===== src/rtl/mult_pkg.sv =====
// Shared types and constants for the sequential 8x8 multiplier sequencer.
// Holds the FSM state enum, shifter codes and the per-step nibble/shift decode.
package mult_pkg;

    typedef enum logic [1:0] {
        IDLE = 2'd0,
        CALC = 2'd1,
        DONE = 2'd2
    } state_t;

    localparam logic [1:0] SHIFT_0   = 2'd0;
    localparam logic [1:0] SHIFT_4   = 2'd1;
    localparam logic [1:0] SHIFT_8   = 2'd2;
    localparam int         NUM_STEPS = 4;
    localparam logic [1:0] LAST_STEP = 2'(NUM_STEPS - 1);

    typedef struct packed {
        logic [3:0] a;
        logic [3:0] b;
        logic [1:0] shift;
    } step_drive_t;

    // Nibble pair and shifter code presented to the external datapath for a step.
    function automatic step_drive_t step_decode(input logic [1:0] step,
                                                input logic [7:0] op_a,
                                                input logic [7:0] op_b);
        step_drive_t d;
        case (step)
            2'd0:    d = '{a: op_a[3:0], b: op_b[3:0], shift: SHIFT_0};
            2'd1:    d = '{a: op_a[3:0], b: op_b[7:4], shift: SHIFT_4};
            2'd2:    d = '{a: op_a[7:4], b: op_b[3:0], shift: SHIFT_4};
            2'd3:    d = '{a: op_a[7:4], b: op_b[7:4], shift: SHIFT_8};
            default: d = '{a: op_a[3:0], b: op_b[3:0], shift: SHIFT_0};
        endcase
        return d;
    endfunction

endpackage


===== src/rtl/mult8x8_ctrl_if.sv =====
// Handshake and datapath bundle between the multiplier sequencer and its environment.
// The slave modport is the sequencer; the master modport drives operands and the shifter result.
interface mult8x8_ctrl_if;
    logic        start;
    logic [7:0]  dataa;
    logic [7:0]  datab;
    logic [15:0] product_in;
    logic [3:0]  mult_a;
    logic [3:0]  mult_b;
    logic [1:0]  shift_cntr;
    logic [15:0] product8x8_out;
    logic        busy;
    logic        done_flag;

    modport master (
        output start, dataa, datab, product_in,
        input  mult_a, mult_b, shift_cntr, product8x8_out, busy, done_flag
    );

    modport slave (
        input  start, dataa, datab, product_in,
        output mult_a, mult_b, shift_cntr, product8x8_out, busy, done_flag
    );
endinterface


===== src/rtl/mult_accum.sv =====
// 16-bit product accumulator with synchronous clear, add enable and async active-high reset.
// Clear has priority over add so a restart never mixes in a stale partial product.
module mult_accum (
    input  logic        clk,
    input  logic        reset_a,
    input  logic        clr,
    input  logic        add_en,
    input  logic [15:0] addend,
    output logic [15:0] acc
);

    logic [15:0] acc_r;

    // Accumulator register; the sum wraps at 16 bits, which an 8x8 product never reaches.
    always_ff @(posedge clk or posedge reset_a) begin
        if (reset_a) begin
            acc_r <= 16'd0;
        end else if (clr) begin
            acc_r <= 16'd0;
        end else if (add_en) begin
            acc_r <= acc_r + addend;
        end else begin
            acc_r <= acc_r;
        end
    end

    assign acc = acc_r;

endmodule


===== src/rtl/mult8x8_ctrl.sv =====
// Sequencer for a sequential 8x8 multiplier built from an external 4x4 multiplier and shifter.
// Optional build macro: MULT_ZERO_SKIP_EN (zero operand finishes immediately with product 0).
module mult8x8_ctrl
    import mult_pkg::*;
(
    input  logic              clk,
    input  logic              reset_a,
    mult8x8_ctrl_if.slave     bus
);

    state_t      state_r;
    logic [1:0]  step_r;
    logic [7:0]  op_a_r;
    logic [7:0]  op_b_r;
    step_drive_t drive_r;
    logic        busy_r;
    logic        done_r;

    logic        accept_s;
    logic        zero_skip_s;
    logic        accum_add_s;
    logic [15:0] accum_s;

    // Start is honoured only outside CALC; zero-skip applies when the build enables it.
    always_comb begin
        if (bus.start && (state_r != CALC)) begin
            accept_s = 1'b1;
        end else begin
            accept_s = 1'b0;
        end
`ifdef MULT_ZERO_SKIP_EN
        if ((bus.dataa == 8'd0) || (bus.datab == 8'd0)) begin
            zero_skip_s = 1'b1;
        end else begin
            zero_skip_s = 1'b0;
        end
`else
        zero_skip_s = 1'b0;
`endif
        if (state_r == CALC) begin
            accum_add_s = 1'b1;
        end else begin
            accum_add_s = 1'b0;
        end
    end

    // Step FSM with operand capture; datapath drive is registered one step ahead.
    always_ff @(posedge clk or posedge reset_a) begin
        if (reset_a) begin
            state_r <= IDLE;
            step_r  <= 2'd0;
            op_a_r  <= 8'd0;
            op_b_r  <= 8'd0;
            drive_r <= '{a: 4'd0, b: 4'd0, shift: SHIFT_0};
            busy_r  <= 1'b0;
            done_r  <= 1'b0;
        end else begin
            case (state_r)
                IDLE, DONE: begin
                    if (accept_s) begin
                        op_a_r  <= bus.dataa;
                        op_b_r  <= bus.datab;
                        step_r  <= 2'd0;
                        drive_r <= step_decode(2'd0, bus.dataa, bus.datab);
                        if (zero_skip_s) begin
                            state_r <= DONE;
                            busy_r  <= 1'b0;
                            done_r  <= 1'b1;
                        end else begin
                            state_r <= CALC;
                            busy_r  <= 1'b1;
                            done_r  <= 1'b0;
                        end
                    end else begin
                        state_r <= state_r;
                        busy_r  <= busy_r;
                        done_r  <= done_r;
                    end
                end
                CALC: begin
                    if (step_r == LAST_STEP) begin
                        state_r <= DONE;
                        step_r  <= 2'd0;
                        drive_r <= step_decode(2'd0, op_a_r, op_b_r);
                        busy_r  <= 1'b0;
                        done_r  <= 1'b1;
                    end else begin
                        step_r  <= step_r + 2'd1;
                        drive_r <= step_decode(step_r + 2'd1, op_a_r, op_b_r);
                    end
                end
                default: begin
                    state_r <= IDLE;
                    step_r  <= 2'd0;
                    drive_r <= step_decode(2'd0, op_a_r, op_b_r);
                    busy_r  <= 1'b0;
                    done_r  <= 1'b0;
                end
            endcase
        end
    end

    mult_accum u_accum (
        .clk     (clk),
        .reset_a (reset_a),
        .clr     (accept_s),
        .add_en  (accum_add_s),
        .addend  (bus.product_in),
        .acc     (accum_s)
    );

    assign bus.mult_a         = drive_r.a;
    assign bus.mult_b         = drive_r.b;
    assign bus.shift_cntr     = drive_r.shift;
    assign bus.product8x8_out = accum_s;
    assign bus.busy           = busy_r;
    assign bus.done_flag      = done_r;

endmodule


===== src/flat_wrapper.sv =====
// flat-port wrapper written by rule: the top's interface ports become plain ports
module mult8x8_ctrl_flat import mult_pkg::*;
  (clk, reset_a, bus_start, bus_dataa, bus_datab, bus_product_in, bus_mult_a, bus_mult_b, bus_shift_cntr, bus_product8x8_out, bus_busy, bus_done_flag);
  mult8x8_ctrl_if bus_i ();
  input  logic clk;
  input  logic reset_a;
  input wire logic [$bits(bus_i.start)-1:0] bus_start;
  input wire logic [$bits(bus_i.dataa)-1:0] bus_dataa;
  input wire logic [$bits(bus_i.datab)-1:0] bus_datab;
  input wire logic [$bits(bus_i.product_in)-1:0] bus_product_in;
  output wire logic [$bits(bus_i.mult_a)-1:0] bus_mult_a;
  output wire logic [$bits(bus_i.mult_b)-1:0] bus_mult_b;
  output wire logic [$bits(bus_i.shift_cntr)-1:0] bus_shift_cntr;
  output wire logic [$bits(bus_i.product8x8_out)-1:0] bus_product8x8_out;
  output wire logic [$bits(bus_i.busy)-1:0] bus_busy;
  output wire logic [$bits(bus_i.done_flag)-1:0] bus_done_flag;
  assign bus_i.start = bus_start;
  assign bus_i.dataa = bus_dataa;
  assign bus_i.datab = bus_datab;
  assign bus_i.product_in = bus_product_in;
  assign bus_mult_a = bus_i.mult_a;
  assign bus_mult_b = bus_i.mult_b;
  assign bus_shift_cntr = bus_i.shift_cntr;
  assign bus_product8x8_out = bus_i.product8x8_out;
  assign bus_busy = bus_i.busy;
  assign bus_done_flag = bus_i.done_flag;
  mult8x8_ctrl u_core (.clk(clk), .reset_a(reset_a), .bus(bus_i));
endmodule

===== config.mk =====
export PLATFORM = sky130hd
export DESIGN_NAME = mult8x8_ctrl_flat
export DESIGN_NICKNAME = d
export VERILOG_FILES = /design/src/rtl/mult_pkg.sv /design/src/rtl/mult8x8_ctrl_if.sv /design/src/rtl/mult_accum.sv /design/src/rtl/mult8x8_ctrl.sv /design/src/flat_wrapper.sv
export SDC_FILE = /design/constraint.sdc
export NUM_CORES = 1
export LEC_CHECK = 0
export ABC_AREA = 0
export CORE_MARGIN = 4
export CORE_UTILIZATION = 45
export DETAILED_ROUTE_END_ITERATION = 10
export DONT_BUFFER_PORTS = 1
export SYNTH_ARGS = -nofsm -noshare
export SYNTH_HDL_FRONTEND = slang
export SYNTH_HIERARCHICAL = 1
export SYNTH_SLANG_ARGS = --single-unit

===== constraint.sdc =====
create_clock -name clk -period 3.1 [get_ports clk]
set_clock_uncertainty 0.2 [all_clocks]
set_input_delay 0.775 -clock clk [delete_from_list [all_inputs] [get_ports clk]]
set_output_delay 0.775 -clock clk [all_outputs]
set_load 0.005 [all_outputs]

==> Word-level counts from Yosys, hierarchy flattened <==
Cells that the tools add are included.
Widths: inputs -> output; s select.
{ "classes": {"add_sub_neg": 2, "n_eq_ne": 9, "muxes": 20, "n_reduce_logical": 7} }
{ "op_table": {"columns": ["op", "n"], "rows": [
  ["$pmux 10 s4", 1],
  ["$mux 16", 2],
  ["$mux 10", 2],
  ["$pmux 10 s2", 1],
  ["$add 16x16->16", 1],
  ["$eq 2x2->1 const B", 4],
  ["$mux 2", 4],
  ["$pmux 2 s2", 2],
  ["$mux 1", 6],
  ["$eq 2x1->1 const B", 2],
  ["$logic_not 2->1", 2],
  ["$ne 2x1->1 const B", 2],
  ["$pmux 1 s2", 2],
  ["$reduce_and 2->1", 2],
  ["$add 2x1->2 const B", 1],
  ["$ne 2x2->1 const B", 1],
  ["$reduce_bool 2->1", 1],
  ["$reduce_or 2->1", 1],
  ["$logic_and 1x1->1", 1]
]} }
{ "totals": {"reg_bits": 48, "inputBits": 35, "output_inout_bits": 28, "word_cells": 48} }

==> Longest topological paths before layout <==
{ "logic_depth": {"word_depth": 5, "ltp_mapped": 9, "mapped_depth_nobuf": 9} }

==> Modules after synthesis <==
The synthesis kept the hierarchy.
{ "by_module_without_submodules": {"columns": ["mod", "instances", "cells_per_inst", "area_per_inst_um2", "seq_area_each_um2"], "rows": [
  ["mult8x8_ctrl", 1, 117, 1491.4, 775.7],
  ["mult_accum", 1, 162, 1395.1, 400.4]
]} }

==> Worst setup path before layout <==
OpenSTA, ideal clock, no wires.
{ "synth_timing": {"path_kind": "input to register", "from": "input port bus_product_in[12]", "to": "register u_core.u_accum.acc_r[15], in the netlist u_core/u_accum/acc[15]", "setup_time_ns": 0.128, "arrival_ns": 2.482, "t_required_ns": 2.772, "slack_ns": 0.290, "cell_stages": 7, "path_buffers": 0, "cell_sequence": "ha_1 a21o_1 a21o_1 a221o_1 a31oi_2 mux2i_1 mux2_1"} }
{ "synth_via": {"elab_chain_len": 3} }
{ "synth_rtl": {"columns": ["element", "line_no", "rtl"], "rows": [
  ["start, declared", "flat_wrapper.sv:10", "input wire logic [$bits(bus_i.product_in)-1:0] bus_product_in;"],
  ["$add 16x16->16", "mult_accum.sv:21", "acc_r <= acc_r + addend;"],
  ["$mux 16", "mult_accum.sv:20", "end else if (add_en) begin"],
  ["$mux 16", "mult_accum.sv:18", "end else if (clr) begin"],
  ["end signal, assigned", "mult_accum.sv:21", null],
  ["end signal, assigned", "mult_accum.sv:23", "acc_r <= acc_r;"],
  ["end, declared", "mult_accum.sv:12", "logic [15:0] acc_r;"]
]} }
Every way passes these cells. The select of a mux whose other input is x is not followed.
A chain may end at the register's enable or synchronous reset.

==> Final worst setup path <==
Same ends and word-level chain as after synthesis.

==> qor_table.md <==
| Step | Quantity | This run |
| --- | --- | --- |
| cts | TritonCTS clock tree | done |
| synth | Number of synthesized flops with an enable pin | 0 |
| cts | Inserted Clock Buffers | 5 |
| sta | Worst-margin pin slew | 0.689 ns |
| grt | Wire length of the first global-routing pass | 10,400 um |
| synth | Cell types with the largest area share after synthesis | dfrtp_1 (41%), ha_1 (8.7%), mux2i_1 (4.9%), mux2_4 (4.7%), nor2_1 (3.4%) |
| sta | Final setup fails | 0 |
| cells and area | Share of layout cells above drive strength 1 | 11.0% |
| run | Number of max-cap violations | 0 |
| floorplanning | Site row count | 28 |
| sta | Final hold violation count | 0 |
| sta | Setup Total Neg Slack | 0 ns |
| synth | Average cell area after synthesis | 10.3 sq um |
| placement | Post-DP HPWL | 4530 um |
| synth | Distinct cells, synth | 49 |
| cts | Cell at the root of the clock tree | clkbuf_8 |
| grt | Via count of the first global-routing pass | 2,111 |
| cts | CTS clock-pin slew for the worst setup and hold paths | 0.09 ns |
| detailed routing | Routed Antenna Nets | 0 |
| setup path | Start-to-end type of the worst setup path | in -> reg |
| synth | Post-Syn Instances | 279 |
| grt | Overall routing resource usage | 17.1% |
| setup path | Most repeated library cell on the critical path | a21o_1 |
| cts | Post-CTS Hold Buffers | 0 |
| sta | RSZ-0062 raised after global routing | false |
| cells and area | Final Non-Filler Cells | 357 |
| synth | Dominant register cell in the synthesized netlist | dfrtp_1 |
| synth | Combined area of all synthesized cells | 0.00289 sq mm |
| floorplanning | Die outline height | 88.1 um |
| synth | Async set-reset flop share out of synthesis | 100% |
| synth | Net count after synthesis | 335 |
| setup path | Slowest stage cell on the critical path | ha_1 |
| placement | Final GP Congestion | 0.761 |
| setup path | Required time at the endpoint of the critical path | 3.09 ns |
| pwr | Areal power density over the cells | 1080 mW/mm^2 |
| floorplanning | Initial core utilization | 47.6% |
| floorplanning | Core Area | 0.00606 sq mm |
| synth | Warnings from Yosys | 6 |
| cts | Clk Latency, worst-skew pair | 0.30 ns |
| detailed routing | First-pass detailed-route iteration total | 4 |
| floorplanning | Area of the die | 0.00776 sq mm |
| detailed routing | Via Count | 2,068 |
| sta | Final slew viol count | 0 |
| setup path | Worst setup SP type | input port |
| sta | Final Cycle Share | 82.9% |
| worst hold path | Type of the worst min-delay path | in -> async |
| run status | Status | finished, final reports clean |
| floorplanning | Die width | 88.1 um |
| grt | Pin count of the biggest net entering global routing | 34 |
| pwr | Maximum VDD drop | 0.465 mV |
| sta | Maximum operating frequency | 0.389 GHz |
| grt | Grt total ovfl | 0 |
| cts | Number of clock sinks seen by CTS | 47 |
| detailed routing | Routed wire per std cell | 17.6 um |
| cts | Number of H-tree levels | 2 |
| synth | Sequential fraction of the synthesis area | 40.7% |
| setup path | Peak fanout along the critical path | 6 |
| floorplanning | Number of ports placed on the die boundary | 63 |
| setup path | Critical path arrival | 2.56 ns |
| cts | Number of gates resized after CTS | 0 |
| detailed routing | Number of vias per cell after detailed routing | 5.79 |
| detailed routing | DRC marker count from the first detailed-route iteration | 124 |
| placement | Cells after DPL | 348 |
| pwr | Leakage component of the power | 1.42 nW |
| cts | Setup fix buffers added after clock tree synthesis | 0 |
| grt | Number of antenna violations at the first check in global routing | 1 |
| cells and area | Final Net Count | 336 |
| setup path | Type of element capturing the critical path | flop |
| synth | Area share of the largest cell type after synthesis | 40.7% |
| synth | Flops & latches, synth | 47 |
| synth | Post-synth top area cell | dfrtp_1 |
| detailed routing | Post-detailed-route DRC marker count | 0 |
| detailed routing | Wirelength, routed | 6300 um |
| placement | Count of buffers inserted at the top-level ports | 0 |
| cts | CTS Buffer Depth | 2 |
| setup path | Max incr delay on CP | 0.35 ns |
| sta | Slew headroom | 54.0% |
| setup path | Cell Chain, Critical Path | ha_1 -> a21o_1 -> a21o_1 -> a221o_1 -> a31oi_2 -> mux2i_1 -> mux2_1 |
| cells and area | Layout Area Growth over Synthesis | 5.63% |
| sta | Final critical delay including setup and external delays | 2.57 ns |
[registers in the layout, indices dropped and copies added, names as in the netlist]
register	count
u_core/u_accum/acc	16
u_core/op_a_r	8
u_core/op_b_r	8
u_core/bus.mult_a	4
u_core/bus.mult_b	4
u_core/bus.shift_cntr	2
u_core/step_r	2
u_core/bus.busy	1
u_core/bus.done_flag	1
u_core/state_r	1
[worst paths after layout]
check / start / to / slack, ns / depth (start not counted)
max in group asynchronous: reset_a / u_core/u_accum/acc[10]$_DFFE_PP0P_ / 2.01 / 1
worst max register to register: u_core/u_accum/acc[1]$_DFFE_PP0P_ / u_core/u_accum/acc[15]$_DFFE_PP0P_ / 0.55 / 7
min in group clk: u_core/op_a_r[6]$_DFFE_PP0P_ / u_core/op_a_r[6]$_DFFE_PP0P_ / 0.30 / 1
worst max-delay path: bus_product_in[12] / u_core/u_accum/acc[15]$_DFFE_PP0P_ / 0.53 / 7
worst min register to register: u_core/op_a_r[6]$_DFFE_PP0P_ / u_core/op_a_r[6]$_DFFE_PP0P_ / 0.30 / 1
worst min-delay path: reset_a / u_core/op_a_r[6]$_DFFE_PP0P_ / 0.23 / 2
[Yosys cell counts, types with 2 or more instances]
cell type	count
mux2_4	9
nor2b_1	9
clkbuf_1	4
inv_1	10
o21ai_1	5
nand3_1	9
o211ai_1	6
dfrtp_1	47
xor2_1	3
or3_1	3
ha_1	20
a211o_1	2
nand2b_1	3
nand3b_1	2
buf_6	3
nand2_1	17
buf_2	4
o311ai_1	2
o21ai_0	6
mux2_1	8
a221o_1	5
a21o_1	8
a211oi_1	10
mux2i_1	14
xnor2_1	4
a21oi_1	13
nor2_1	26
a21boi_0	2
o21a_1	3
nor3_1	3
[power by group]
| part | internal [mW] | total (mW) | switching [mW] | leakage (nW) |
|---|---|---|---|---|
| Combinational | 0.813 | 1.70 | 0.886 | 0.804 |
| Clock | 0.162 | 0.386 | 0.224 | 0.0485 |
| Sequential | 0.922 | 1.20 | 0.282 | 0.568 |
| Total | 1.90 | 3.29 | 1.39 | 1.42 |
[kinds of logic (layout without fill, tap and decap cells)]
logic type      after synthesis  in the layout  share of synthesized area [%]
buf+inv                      23             25                           3.94
xor+xnor                      7              7                           2.12
flops                        47             47                           40.7
other cells                   0              1                              0
fa+ha+maj                    21             21                           9.36
compound gates               72             72                           17.8
simple gates                 78             78                           13.4
mux                          31             31                           12.7
[through the flow]
stage	total power [mW]	hold WS [ns]	util, %	worst slack, ns	area, sq um
after floorplan	2.55	0.258	-	0.290	2890
after global placement	2.88	0.271	48.8	0.206	2960
after detailed placement	2.91	0.276	48.8	0.200	2960
after CTS	3.32	0.230	50.3	0.537	3050
after global routing	3.59	0.251	50.3	0.415	3050
final	3.29	0.226	50.3	0.531	3050
[final cells by class]
type | instances | area (sq um)
diodes | 1 | 2.50
clock buffers | 5 | 68.8
clock inverters | 3 | 22.5
fillers | 560 | 3010
inverters | 11 | 41.3
multi-input cells | 209 | 1600
flip-flops and latches | 47 | 1180
well taps | 75 | 93.8
repair buffers | 6 | 45.0
[worst max-delay path, delay by kind of cell]
kind | cells | cell delay [ns]
compound gates | 4 | 0.89
mux | 2 | 0.55
fa+ha+maj | 1 | 0.35
[cell usage in the layout (no fill, tap or decap), drive strengths merged, types with 6 or more instances in the layout]
cell type	instances
nor2	28
ha	20
buf	6
mux2	17
a21oi	14
dfrtp	47
o21ai	11
inv	12
mux2i	14
a21o	8
a211oi	10
nor2b	10
o211ai	6
nand2	17
nand3	9
[per-layer routing]
layer / track usage (%) / vias up / share of wire (%)
met5: 0 / - / 0
met4: 4.95 / 0 / 1.2
met3: 4.89 / 6 / 6.1
met2: 24.2 / 45 / 42
met1: 25.3 / 994 / 50
li1: - / 1023 / -
Note: power is estimated with default switching activity, not from simulation.
==> RTL change 1, RTL diff (same flow settings) <==
The option `MULT_ZERO_SKIP_EN` is turned on by a define.
--- a/src/rtl/mult8x8_ctrl.sv
+++ b/src/rtl/mult8x8_ctrl.sv
@@ -1,4 +1,6 @@
 // Sequencer for a sequential 8x8 multiplier built from an external 4x4 multiplier and shifter.
 // Optional build macro: MULT_ZERO_SKIP_EN (zero operand finishes immediately with product 0).
+`define MULT_ZERO_SKIP_EN
+
 module mult8x8_ctrl
     import mult_pkg::*;
Check against the original RTL: not equivalent (a bounded check fails within 4 cycles, from zero or initial values and one cycle with reset_a high).
==> RTL change 1 against the unedited design <==
- critical path depth unchanged
- sequential share of layout area down 0.97 points
- routed wire length up 2.9%
- clock power up 24%
- sequential power down 4%
- synthesized area up 2.3%
- final area up 2.6%
- sequential cell count unchanged
- power down 2.8%
- worst setup slack worse by 0.0079 ns
- largest cell class unchanged
==> RTL change 1: results (changes against the unedited design) <==
status completed (unchanged); Max IR drop VDD 0.444 mV (was 0.465 mV); Yosys warnings 6 (unchanged); GR Util All Layers 17.3% (was 17.1%); first-pass GRT wire length 10700 um (was 10400 um); H-tree Lvls 2 (unchanged); Pleak 0.00143 uW (was 0.00142 uW); Resize count post-CTS 0 (unchanged); CTS max path bufs 2 (unchanged); iteration count of the initial detailed-routing pass 4 (unchanged); total CTS buffers 5 (unchanged); Main synth FF type dfrtp_1 (unchanged); share of layout cells above drive strength 1 13.3% (was 11.0%); clock latency on the worst-skew pair 0.31 ns; WL per Instance 17.8 um (was 17.6 um); register area share after synthesis 39.8% (was 40.7%); FF-to-FF setup slack between 0.5 and 0.6 ns; Slew @ Worst Pin 0.672 ns (was 0.689 ns); Clock Pin Slew Worst Setup and Hold Paths roughly 0.10 ns; Initial DRC Count 72 (was 124); syn_nets 342 (was 335); Sw Share 40.7% (was 42.3%); Hold Path Class input pin to asynchronous set/reset pin (unchanged); top post-synthesis cells by area dfrtp_1 40%, ha_1 8.5%, mux2i_1 4.7% (was dfrtp_1 41%, ha_1 8.7%, mux2i_1 4.9%); Antenna Cells 0 (was 1); CTS root buf clkbuf_8 (unchanged); grt ovf 0 (unchanged); worst hold slack 0.223 ns (was 0.226 ns); initial antenna violation count 0 (was 1); Synth cell types 57 (was 49); Post-synth ARST share 100% (unchanged); PortBufs 0 (unchanged); max reg flops 16 (unchanged); Avg Vias per Cell 5.88 (was 5.79); largest net degree at the start of global routing 32 (was 34); critical path fanouts, max 4 (was 6); vias in the first global route 2224 (was 2111); Commonest cells post-synth 47 x dfrtp_1, 22 x nor2_1, 20 x ha_1 (was 47 x dfrtp_1, 26 x nor2_1, 20 x ha_1); WP data arrival 2.58 ns (was 2.56 ns); Setup TNS 0 ns (unchanged); routability cong. 0.870 (was 0.761); postcts setup bufs 0 (unchanged); post-DP HPWL 4670 um (was 4530 um)
RTL change 1: cell types whose count changed after synthesis, moves of 4 or more:
cell,unedited run,this run
mux2_1,8,1
o21ai_1,5,1
a221o_1,5,1
o221ai_1,0,4
mux2_2,0,7
a22oi_1,0,4
nor2_1,26,22
RTL change 1: power by group through the flow:
stage / sequential (uW) / clock, uW / combinational, uW
final: 1150 / 480 / 1570
after global routing: 1200 / 516 / 1780
after CTS: 1160 / 498 / 1580
after detailed placement: 1170 / 0 / 1580
after global placement: 1160 / 0 / 1550
after floorplan: 1090 / 0 / 1330
RTL change 1: area by class of cell:
| type | count | area (um2) |
|---|---|---|
| fillers | 610 | 3220 |
| multi-input cells | 214 | 1650 |
| flip-flops and latches | 47 | 1180 |
| well taps | 77 | 96.3 |
| clock buffers | 5 | 68.8 |
| clock inverters | 3 | 47.5 |
| repair buffers | 6 | 45.0 |
| inverters | 11 | 41.3 |
RTL change 1: metrics by stage:
step	cells	instance area, um2	worst slack [ns]	total power [uW]	util, %
floorplan	286	2950	0.290	2420	-
global placement	355	3010	0.208	2720	47.4
detailed placement	355	3010	0.183	2740	47.4
CTS	363	3130	0.513	3240	49.3
global route	363	3130	0.385	3500	49.3
finish	363	3130	0.523	3200	49.3
RTL change 1: cell families after synthesis:
logic type                 after synthesis  share of synthesized area (%)
DFF                                     47                           39.8
xor gates and xnor gates                 7                           2.08
and+or+nand+nor                         77                           13.2
adders and majority gates               21                           9.15
muxes                                   31                           12.4
AOI/OAI and AO/OA                       78                           19.1
buffers and inverters                   25                           4.24
RTL change 1: path summary, 6_finish.rpt:
path,from,endpoint,cells past startpoint
min,reset_a,u_core/bus.mult_a[0],2
min in group clk,u_core/op_b_r[1],u_core/op_b_r[1],1
min reg2reg,u_core/op_b_r[1],u_core/op_b_r[1],1
max reg2reg,u_core/u_accum/acc[1],u_core/u_accum/acc[15],7
max in group asynchronous,reset_a,u_core/u_accum/acc[7],1
max,bus_product_in[1],u_core/u_accum/acc[15],7
RTL change 1: metal layers:
| metal | vias up | track usage [%] | wire [um] |
|---|---|---|---|
| met5 | - | 0 | 0 |
| met4 | 0 | 4.47 | 72 |
| li1 | 1048 | - | - |
| met1 | 1027 | 21.1 | 2780 |
| met2 | 55 | 30.2 | 3170 |
| met3 | 6 | 4.61 | 451 |
RTL change 1: critical path, cell delays in order:
cell	delay, ns
ha_1	0.28
a211o_1	0.31
a211oi_1	0.30
nor2b_1	0.16
a31oi_2	0.21
mux2i_1	0.22
mux2_1	0.33
==> RTL change 2, RTL diff (config.mk and constraints unchanged) <==
Made on the original files. Reset style: synchronous (`reset_a`), changed in 2 clocked blocks. Comments in the files are not updated.
--- a/src/rtl/mult_accum.sv
+++ b/src/rtl/mult_accum.sv
@@ -13,5 +13,5 @@
 
     // Accumulator register; the sum wraps at 16 bits, which an 8x8 product never reaches.
-    always_ff @(posedge clk or posedge reset_a) begin
+    always_ff @(posedge clk) begin
         if (reset_a) begin
             acc_r <= 16'd0;
--- a/src/rtl/mult8x8_ctrl.sv
+++ b/src/rtl/mult8x8_ctrl.sv
@@ -46,5 +46,5 @@
 
     // Step FSM with operand capture; datapath drive is registered one step ahead.
-    always_ff @(posedge clk or posedge reset_a) begin
+    always_ff @(posedge clk) begin
         if (reset_a) begin
             state_r <= IDLE;
Function: differs if reset_a is asserted again (counterexample within 4 cycles, from zero or initial values and one cycle with reset_a high); with reset_a held inactive, the same outputs for 10 cycles.
==> RTL change 2 against the unedited design <==
- global-route usage rose by 0.91 points
- critical path depth is the same
- final area fell by 3.0%
- sequential cell count unchanged
- synthesized area fell by 1.5%
- synthesized cell count grew 22%
- fmax shrank 3.1%
- sequential share of layout area is 6.8 points lower
- routed wire length is 8.1% higher
- worst setup slack lost 0.081 ns
- critical path type unchanged
- highest routed layer unchanged
Power is not compared: it rests on default switching activity, and its combinational part moved more than twofold at a synthesized area within 25%.
==> RTL change 2: results (changes against the unedited design) <==
initial antenna violation count 0 (was 1); GR Util All Layers 18.0% (was 17.1%); post-DP HPWL 4870 um (was 4530 um); vias in the first global route 2301 (was 2111); met2 usage 27.3% (was 24.2%); first-pass GRT wire length 11100 um (was 10400 um); Commonest cells post-synth 49 x nand2_1, 47 x dfxtp_1, 29 x a21oi_1 (was 47 x dfrtp_1, 26 x nor2_1, 20 x ha_1); status completed (unchanged); register area share after synthesis 33.1% (was 40.7%); WP data arrival 2.70 ns (was 2.56 ns); vias 2455 (was 2068); Global Route met3 Usage 4.07% (was 4.89%); Pleak roughly 0.0012 uW; routability cong. 0.846 (was 0.761); max reg flops 16 (unchanged); Hold Path Class flop to flop (was input pin to asynchronous set/reset pin); Synth cell types 62 (was 49); Post-synth ARST share 0% (was 100%); share of layout cells above drive strength 1 6.27% (was 11.0%); largest net degree at the start of global routing 35 (was 34); critical path fanouts, max 3 (was 6); DRT Wirelength 6810 um (was 6300 um); iteration count of the initial detailed-routing pass 4 (unchanged); Fillers 608 (was 560); nets 390 (was 336); Initial DRC Count 155 (was 124); top post-synthesis cells by area dfxtp_1 33%, ha_1 8.8%, nand2_1 6.5% (was dfrtp_1 41%, ha_1 8.7%, mux2i_1 4.9%); GRT met1 Usage 25.7% (was 25.3%); Antenna Cells 0 (was 1); max_slew headroom 56.1% (was 54.0%)
==> RTL change 2: cell count changes after synthesis, moves of 6 or more <==
cell	delta
mux2_4	-9
nand2_1	+32
a22oi_1	+6
mux2_1	-8
dfxtp_1	+47
nor3_1	+6
dfrtp_1	-47
a21oi_1	+16
==> RTL change 2: metrics by stage <==
stage	worst slack (ns)	total power, uW	util (%)	cells	hold WS (ns)
after floorplan	0.218	909	-	341	0.233
after global placement	0.169	951	47.6	402	0.234
after detailed placement	0.156	954	47.6	402	0.238
after CTS	0.468	1350	49.1	410	0.252
after global routing	0.362	1410	49.1	410	0.266
final	0.449	1330	49.1	410	0.251
==> RTL change 2: final cells by class <==
cell class                      instances  area share (%)
Tap cell                               75            3.17
Inverter                                8            1.01
Sequential cell                        47            31.8
Clock buffer                            6            2.45
Multi-Input combinational cell        266            59.5
Timing Repair Buffer                    6            1.52
Clock inverter                          2           0.550
==> RTL change 2: layer usage <==
metal	up-vias	wire (um)
met4	0	75
met1	1143	3320
met3	6	512
met5	-	0
li1	1234	-
met2	72	2900
==> RTL change 2: cell families (layout without fill, tap and decap cells) <==
logic type | count (synthesis) | after routing | synth area share (%)
AO/OA/AOI/OAI | 99 | 99 | 24.4
multiplexers | 9 | 9 | 3.17
XOR/XNOR | 6 | 6 | 1.85
flip-flops | 47 | 47 | 33.1
adder cells (fa/ha/maj) | 21 | 21 | 9.50
buffers and inverters | 28 | 22 | 5.02
AND/OR/NAND/NOR | 131 | 131 | 23.0
==> RTL change 2: report_power, final <==
part | internal [uW] | switching (uW) | leakage (uW)
combinational | 113 | 154 | 0.000768
clock | 163 | 226 | 0.0000418
sequential | 643 | 31.9 | 0.000385
==> RTL change 2: critical path, stage by stage <==
cell and delay [ns]:
ha_1 0.21, fa_1 0.41, a21o_1 0.23, a221oi_4 0.29
and3b_1 0.22, or4_1 0.46, nand3_1 0.09
==> RTL change 2: path summary, 6_finish.rpt <==
path                         start                     end  slack, ns  cells after the start
max              bus_product_in[0]  u_core/u_accum/acc[14]       0.45                      7
min               u_core/op_b_r[3]        u_core/op_b_r[3]       0.25                      2
max reg2reg  u_core/u_accum/acc[0]  u_core/u_accum/acc[14]       0.57                      7
min reg2reg       u_core/op_b_r[3]        u_core/op_b_r[3]       0.25                      2
